**src/rtl/ifft_twiddle_sequencer.sv**
```systemverilog
// Sequences one 32-point radix-2 IFFT frame: twiddle ROM addressing, butterfly operand addresses,
// valid/ready presentation and inter-stage drain gaps. Optional stall counter: TWSEQ_STALL_CNT_EN.
module ifft_twiddle_sequencer #(
    parameter int LOG2N     = 5,
    parameter int DATA_W    = 16,
    parameter int STAGE_GAP = 4
) (
    input  logic              clk,
    input  logic              rst,
    input  logic              start,
    output logic              busy,
    output logic              done,
    output logic [LOG2N-1:0]  rom_addr,
    input  logic [DATA_W-1:0] rom_data,
    output logic              tw_valid,
    input  logic              tw_ready,
    output logic [DATA_W-1:0] tw_data,
    output logic [2:0]        bf_stage,
    output logic [LOG2N-2:0]  bf_idx,
    output logic [LOG2N-1:0]  addr_top,
    output logic [LOG2N-1:0]  addr_bot,
    output logic              stage_last,
`ifdef TWSEQ_STALL_CNT_EN
    output logic [15:0]       stall_cnt,
`endif
    output logic              frame_last
);

    localparam logic [LOG2N-2:0] LASTB   = '1;
    localparam logic [2:0]       LASTS   = 3'(LOG2N - 1);
    localparam logic [15:0]      GAP_RLD = 16'((STAGE_GAP > 0) ? STAGE_GAP - 1 : 0);

    typedef enum logic [1:0] {IDLE, RUN, GAP, DONE} state_t;
    state_t state;

    logic [2:0]       ns;          // next item to issue: stage
    logic [LOG2N-2:0] nb;          // next item to issue: butterfly
    logic             stage_done;  // every butterfly of the current stage has been issued
    logic [15:0]      gap_cnt;

    function automatic logic [LOG2N-1:0] tw_rom(input logic [2:0] s, input logic [LOG2N-2:0] b);
        logic [LOG2N-1:0] m;
        m = (LOG2N'(1) << s) - LOG2N'(1);
        return m + ({1'b0, b} & m);
    endfunction

    function automatic logic [LOG2N-1:0] top_of(input logic [2:0] s, input logic [LOG2N-2:0] b);
        logic [LOG2N-1:0] m, g;
        m = (LOG2N'(1) << s) - LOG2N'(1);
        g = {1'b0, b} >> s;
        return (g << (s + 3'd1)) | ({1'b0, b} & m);
    endfunction

    logic hs, gap_last, chain, advance;
    assign hs       = tw_valid && tw_ready;
    assign gap_last = (state == GAP) && (gap_cnt == 16'd0);
    // Zero gap: the last handshake of a stage issues bf 0 of the next stage in the same cycle.
    assign chain    = (STAGE_GAP == 0) && hs && stage_last && !frame_last;
    assign advance  = ((state == IDLE) && start) || gap_last ||
                      ((state == RUN) && ((!stage_done && (!tw_valid || tw_ready)) || chain));

    // The ROM re-reads the held item during stalls, keeping rom_data aligned with the descriptor.
    assign rom_addr   = advance ? tw_rom(ns, nb) : tw_rom(bf_stage, bf_idx);
    assign tw_data    = rom_data;
    assign stage_last = tw_valid && (bf_idx == LASTB);
    assign frame_last = stage_last && (bf_stage == LASTS);

    always_ff @(posedge clk) begin
        if (rst) begin
            state      <= IDLE;
            busy       <= 1'b0;
            done       <= 1'b0;
            tw_valid   <= 1'b0;
            bf_stage   <= '0;
            bf_idx     <= '0;
            addr_top   <= '0;
            addr_bot   <= '0;
            ns         <= '0;
            nb         <= '0;
            stage_done <= 1'b0;
            gap_cnt    <= '0;
        end else begin
            done <= 1'b0;
            if (advance) begin
                tw_valid <= 1'b1;
                bf_stage <= ns;
                bf_idx   <= nb;
                addr_top <= top_of(ns, nb);
                addr_bot <= top_of(ns, nb) + (LOG2N'(1) << ns);
                if (nb == LASTB) begin
                    ns         <= ns + 3'd1;
                    nb         <= '0;
                    stage_done <= 1'b1;
                end else begin
                    nb         <= nb + 1'b1;
                    stage_done <= 1'b0;
                end
            end else if (hs && stage_done) begin
                tw_valid <= 1'b0;
            end

            case (state)
                IDLE: if (start) begin
                    state <= RUN;
                    busy  <= 1'b1;
                end
                RUN: if (hs && stage_last) begin
                    if (frame_last) begin
                        state <= DONE;
                        done  <= 1'b1;
                        busy  <= 1'b0;
                        ns    <= '0;
                        nb    <= '0;
                    end else if (STAGE_GAP != 0) begin
                        state   <= GAP;
                        gap_cnt <= GAP_RLD;
                    end
                end
                GAP: begin
                    if (gap_cnt == 16'd0) state <= RUN;
                    else                  gap_cnt <= gap_cnt - 16'd1;
                end
                default: state <= IDLE;
            endcase
        end
    end

`ifdef TWSEQ_STALL_CNT_EN
    always_ff @(posedge clk) begin
        if (rst)
            stall_cnt <= '0;
        else if ((state == IDLE) && start)
            stall_cnt <= '0;
        else if (tw_valid && !tw_ready && (stall_cnt != 16'hFFFF))
            stall_cnt <= stall_cnt + 16'd1;
    end
`endif

endmodule

```
**config.mk**
```make
export PLATFORM = sky130hd
export DESIGN_NAME = ifft_twiddle_sequencer
export DESIGN_NICKNAME = d
export VERILOG_FILES = /design/src/rtl/ifft_twiddle_sequencer.sv
export SDC_FILE = /design/constraint.sdc
export NUM_CORES = 1
export LEC_CHECK = 0
export ABC_AREA = 1
export BUFFER_PORTS_ARGS = -buffer_cell sky130_fd_sc_hd__buf_2
export CELL_PAD_IN_SITES_DETAIL_PLACEMENT = 0
export CELL_PAD_IN_SITES_GLOBAL_PLACEMENT = 1
export CORE_MARGIN = 10
export CORE_UTILIZATION = 29
export CTS_BUF_LIST = sky130_fd_sc_hd__clkbuf_2
export DETAILED_ROUTE_END_ITERATION = 8
export HOLD_SLACK_MARGIN = 0.12
export PLACE_DENSITY = 0.7
export REMOVE_ABC_BUFFERS = 1
export SKIP_CTS_REPAIR_TIMING = 1
export SYNTH_ARGS = -nofsm -noshare
export SYNTH_HDL_FRONTEND = slang
export SYNTH_SLANG_ARGS = --single-unit
```
**constraint.sdc**
```tcl
create_clock -name clk -period 6.1 [get_ports clk]
set_input_delay 1.525 -clock clk [delete_from_list [all_inputs] [get_ports clk]]
set_output_delay 1.525 -clock clk [all_outputs]
set_load 0.03 [all_outputs]
```
==> flow_summary_export.csv, run 1 <==
group,metric,value,unit
sta,fmax,212,MHz
worst_setup_path,worstPathCellList,"buf_2 > inv_1 > a211oi_1 > a21oi_1 > nand2_2 > inv_2 > nand3_1 > o21ai_1 > buf_2",
worst_setup_path,critical_path_arrival,3.19,ns
die,coreArea,10800,sq um
worst_setup_path,crit_path_max_fanout,36,
cts,clock_latency,0.45,ns
yosys,synth_flop_cell,"dfxtp_1",
die,die_area,15700,sq um
cts,numCtsBuffers,5,
detailed_routing,post_drt_wl_per_cell,13.4,um
cells_and_area,syn_to_final_growth,5.35,%
detailed_routing,drt-initial-drc-count,160,
die,start_util,0.296,
grt,grt_pass1_vias,2915,
job,maxCapViolations,0,
sta,setup_viol,0,
worst_setup_path,reg2reg_setup_slack,3.15,ns
sta,hold_viol,0,
power,p_comb_frac,0.246,
sta,skew,0.0286,ns
power,power.switching,0.235,mW
sta,finalCritPeriodShare,0.773,
placement,gp_congestion,0.878,
yosys,synthTopCellsByArea,"dfxtp_1 (29%), nand2_1 (11%), nor2_1 (6.6%), ha_1 (5.9%), a21oi_1 (5.2%)",
placement,dp_cells,608,
cts,clock_sinks,46,
yosys,ys_types,41,
grt,grt_start_max_net_pins,37,
yosys,yosysTopAreaCell,"dfxtp_1",
worst_setup_path,cp_num_cells,9,
placement,place_area,3330,sq um
die,rows,38,
placement,place_hpwl,6340,um
worst_setup_path,path_buf_inv,4,
cts,clk_path_buf_depth,2,
die,die_w,125,um
placement,portBuffers,30,
cells_and_area,nets,510,
detailed_routing,via_per_inst,4.69,
cts,cts-root-buf,"clkbuf_2",
cts,cts_tree,"yes",
yosys,yosysWarnings,0,
yosys,ys_seq_elements,46,
detailed_routing,drt_wl_total,8230,um
worst_setup_path,start_kind,"primary input",
worst_setup_path,crit_top_cell,"buf_2",
yosys,syn_inst,467,
worst_setup_path,reg2reg_to,"addr_bot[3]$_SDFFE_PP0N_",
grt,grt_usage,0.106,
yosys,synth_common_cells,"nand2_1 (94), nor2_1 (56), dfxtp_1 (46), inv_1 (37), a21oi_1 (33)",
cells_and_area,drive_above_1_share,0.189,
cts,cts_htree_levels,2,
yosys,ys_seq_area_frac,0.287,
power,p_seq_frac,0.529,
yosys,synth-edff-count,0,
hold_path,hp-class,"reg2reg",
power,power_density,186,nW/um^2
die,die_y,125,um
power,irDropWorstVdd,0.0000786,V
grt,grt_overflow,0,
power,clkPwrFrac,0.224,
power,total_power,0.628,mW
cells_and_area,final_cell_count_no_fill,616,
detailed_routing,drc_errors,0,
yosys,synth_top_area_frac,0.287,
worst_setup_path,cp_slowest_cell,"nand2_2",
worst_setup_path,r2r_cells,16,
cts,clk_pin_slew,0.24,ns
power,sw_frac_of_total,0.374,
yosys,synth_area_per_cell,6.86,sq um
detailed_routing,dr.pass1.iters,4,
sta,tightest_slew,0.674,ns
cells_and_area,fin_area,3380,sq um
worst_setup_path,r2r_start,"ns[0]$_SDFF_PP0_",
detailed_routing,ant_nets,0,
die,io_pins,63,
sta,fin_crit,4.72,ns
worst_setup_path,end_kind,"output pin",
run_status,outcome,"finished clean",
grt,grt_antenna_before_repair,0,
yosys,syn_area,3200,sq um
sta,rsz0062_at_grt,"no",
worst_setup_path,worstSetupEndpoint,"rom_addr[2]",
detailed_routing,num_vias,2892,
sta,whs,0.525,ns
worst_setup_path,crit_type,"in2out",
yosys,async_reset_ff_frac,0,
grt,grt_pass1_wl,14300,um
sta,slew_violations,0,
worst_setup_path,critPathMaxStageDelay,0.40,ns
yosys,yosysMostFrequentCell,"nand2_1",
power,p_int,0.393,mW
worst_setup_path,startpoint,"tw_ready",
sta,tns,0,ns
worst_setup_path,cp.required,4.58,ns
worst_setup_path,cpLargestDelayFamily,"buffers and inverters",
sta,max-slew-margin-rel,0.549,
cells_and_area,num_antenna_cells,0,
power,p_leak,1.61,nW
cells in the final DEF, fill, tap and decap left out, types with 2 or more instances in the layout:
master / count
nand4_1: 5
nor2_2: 5
nand2_1: 94
or2_1: 2
xnor2_1: 9
ha_1: 15
clkbuf_2: 5
clkinv_1: 2
nand3_2: 8
inv_2: 15
nand3b_1: 3
nor3_1: 7
nand3_1: 20
nor2_1: 56
nand2_2: 9
a21oi_2: 8
nor4_1: 3
inv_1: 37
a21oi_1: 33
a31oi_1: 2
dfxtp_1: 46
nor2_4: 2
o21ai_1: 18
buf_2: 30
xor2_1: 10
o21ai_0: 16
worst min-delay path by stage:
stage / to / start / depth (start not counted)
final: gap_cnt[12]$_SDFFE_PP0P_ / gap_cnt[12]$_SDFFE_PP0P_ / 2
after global routing: gap_cnt[12]$_SDFFE_PP0P_ / gap_cnt[12]$_SDFFE_PP0P_ / 2
after CTS: gap_cnt[12]$_SDFFE_PP0P_ / gap_cnt[12]$_SDFFE_PP0P_ / 2
after detailed placement: addr_bot[1]$_SDFFE_PP0N_ / addr_bot[1]$_SDFFE_PP0N_ / 2
after global placement: busy$_SDFFE_PP0P_ / busy$_SDFFE_PP0P_ / 2
after floorplan: stage_done$_SDFFE_PP0N_ / stage_done$_SDFFE_PP0N_ / 2
state kept, by name, indices dropped and copies added, names as in the netlist:
signal	cells
gap_cnt	16
addr_bot	5
bf_stage	3
nb	4
tw_valid	1
stage_done	1
bf_idx	4
addr_top	5
state	2
busy	1
ns	3
done	1
final cells by class:
class	count	area, sq um
clock buffer	5	25.0
clock inverter	3	25.0
fill	1241	7460
inverter	55	209
multi-input combinational	337	1870
sequential	46	921
tap	140	175
timing repair buffer	30	150
cells by family after synthesis:
group / share of synthesized area
simple gates: 0.326
compound gates: 0.147
buf+inv: 0.129
flops: 0.287
xor+xnor: 0.0519
fa+ha+maj: 0.0586
tightest hold or removal path: cells and delay by family (launching register included):
kind | cells | cell delay, ns
flops | 1 | 0.39
simple gates | 1 | 0.08
compound gates | 1 | 0.05
power by group through the flow:
stage               sequential [mW]  clock (mW)  combinational [mW]
CTS                           0.333       0.152               0.159
global placement              0.338           0               0.155
finish                        0.332       0.141               0.155
global route                  0.336       0.162               0.175
detailed placement            0.338           0               0.158
floorplan                     0.360           0              0.0876
metal layers:
metal  vias up  GRT usage  share of wire
li1       1518          -              -
met1      1310      0.127           0.46
met2        56      0.181           0.48
met3         8     0.0317          0.046
met4         0     0.0230         0.0087
met5         -          0              0
through the flow:
stage	setup slack (ns)	util
finish	1.38	0.311
global route	1.19	0.311
CTS	1.36	0.311
detailed placement	1.37	0.307
global placement	1.43	0.307
floorplan	1.67	-
Power figures use the tool's default switching activity.
==> run 2: changes to the inputs <==
clock period = 4.5 ns   (was 6.1 ns; I/O delays follow)
==> flow_summary_export.csv, run 2 (same netlist as run 1, synthesis figures left out) <==
group,metric,value,unit
sta,rsz0062_at_grt,"no",
cts,clock_sinks,46,
cells_and_area,nets,511,
worst_setup_path,reg2reg_to,"addr_bot[3]$_SDFFE_PP0N_",
worst_setup_path,cp.required,3.38,ns
power,p_int,0.533,mW
sta,skew,0.0556,ns
placement,place_hpwl,6390,um
power,p_seq_frac,0.532,
sta,fmax,256,MHz
worst_setup_path,reg2reg_setup_slack,1.65,ns
die,die_area,15700,sq um
die,coreArea,10800,sq um
hold_path,hp-class,"reg2reg",
job,maxCapViolations,0,
power,irDropWorstVdd,0.0000971,V
worst_setup_path,crit_type,"reg2out",
cells_and_area,final_common_cell,"nand2_1",
detailed_routing,post_drt_wl_per_cell,13.4,um
hold_path,hold_depth,2,
die,io_pins,63,
die,die_w,125,um
detailed_routing,via_per_inst,4.73,
cts,cts-root-buf,"clkbuf_2",
detailed_routing,ant_nets,0,
power,p_leak,1.62,nW
grt,grt_antenna_before_repair,0,
grt,grt_start_max_net_pins,23,
die,start_util,0.296,
worst_setup_path,r2r_cells,16,
cells_and_area,top_register,"gap_cnt",
worst_setup_path,end_kind,"output pin",
worst_setup_path,critical_path_arrival,2.78,ns
grt,grt_pass1_wl,14500,um
cells_and_area,final_cell_mix,"nand2_1 (94), nor2_1 (56), dfxtp_1 (46)",
cells_and_area,num_antenna_cells,0,
grt,grt_pass1_vias,2946,
sta,fin_crit,3.90,ns
grt,grt_overflow,0,
worst_setup_path,cpLargestDelayFamily,"simple AND/OR/NAND/NOR gates",
worst_setup_path,r2r_start,"ns[0]$_SDFF_PP0_",
power,power_density,250,nW/um^2
cts,clk_pin_slew,0.25,ns
placement,gp_congestion,0.889,
power,total_power,0.845,mW
power,power.switching,0.312,mW
hold_path,min_from,"stage_done$_SDFFE_PP0N_",
run_status,outcome,"finished clean",
power,clkPwrFrac,0.218,
placement,portBuffers,30,
cells_and_area,fill_cells,1250,
cts,clk_path_buf_depth,2,
detailed_routing,dr.pass1.iters,4,
detailed_routing,drt-initial-drc-count,168,
sta,setup_viol,0,
worst_setup_path,crit_path_max_fanout,12,
power,p_comb_frac,0.250,
sta,whs,0.511,ns
die,rows,38,
cells_and_area,largest_register_ffs,16,
worst_setup_path,startpoint,"ns[0]$_SDFF_PP0_",
worst_setup_path,path_buf_inv,3,
worst_setup_path,start_kind,"register",
worst_setup_path,critPathMaxStageDelay,0.63,ns
placement,dpl_worst_slack,0.887,ns
sta,slew_violations,0,
cells_and_area,syn_to_final_growth,5.39,%
worst_setup_path,worstPathCellList,"inv_2 > ha_1 > nand2_2 > inv_2 > nor2_4 > nand2_1 > or2_1 > xor2_1 > a21o_1 > nand3_1 > nand2_1 > buf_2",
sta,fin_ws,0.596,ns
detailed_routing,drt_wl_total,8260,um
worst_setup_path,cp_slowest_cell,"dfxtp_1",
hold_path,hold-path-endpoint,"stage_done$_SDFFE_PP0N_",
detailed_routing,num_vias,2920,
cts,clock_latency,0.43,ns
die,die_y,125,um
cts,cts_tree,"yes",
cts,cts_htree_levels,2,
detailed_routing,drc_errors,0,
sta,tns,0,ns
cells_and_area,drive_above_1_share,0.191,
cts,numCtsBuffers,5,
power,sw_frac_of_total,0.369,
sta,finalCritPeriodShare,0.868,
sta,tightest_slew,0.649,ns
grt,grt_usage,0.108,
cells_and_area,fin_util,0.312,
cells_and_area,layout_top_registers,"gap_cnt (16), addr_bot (5), addr_top (5)",
sta,max-slew-margin-rel,0.567,
sta,hold_viol,0,
==> run 2: power by group through the flow <==
stage	combinational, mW	clock (mW)	sequential (mW)
finish	0.211	0.184	0.450
global route	0.237	0.219	0.455
CTS	0.215	0.197	0.451
detailed placement	0.214	0	0.458
global placement	0.213	0	0.458
floorplan	0.119	0	0.488
==> run 2: how the worst max path moves through the flow <==
stage / slack, ns / endpoint / cells past startpoint
4_1_cts: 0.52 / rom_addr[3] / 13
6_report: 0.60 / rom_addr[4] / 12
2_1_floorplan: 0.87 / rom_addr[2] / 6
5_1_grt: 0.17 / rom_addr[4] / 15
3_3_place_gp: 0.93 / rom_addr[2] / 9
3_5_place_dp: 0.89 / rom_addr[2] / 9
==> run 2: layout make-up <==
type                    count  area (sq um)  share of cell area
clock inverters             2          13.8             0.00408
well taps                 140           175              0.0519
flip-flops and latches     46           921               0.273
repair buffers             31           158              0.0467
inverters                  55           209              0.0619
multi-input cells         337          1870               0.554
clock buffers               6          30.0             0.00889
==> run 2: layer usage <==
layer,vias to the layer above,track usage,part of all wire
met3,4,0.0287,0.036
met2,44,0.185,0.50
met1,1354,0.131,0.46
met4,0,0.0237,0.0064
met5,-,0,0
li1,1518,-,-
==> run 2: through the flow <==
stage,instance area (sq um),instances
floorplan,3000,438
global placement,3330,609
detailed placement,3330,609
CTS,3380,617
global route,3380,617
finish,3380,617
==> run 2: worst reg2reg max path, delay by kind of cell, from the launching register on <==
family	cells	cell delay, ns
AOI/OAI and AO/OA	1	0.24
and+or+nand+nor	10	0.98
adders and majority gates	2	0.61
buffers and inverters	3	0.33
DFF	1	0.63
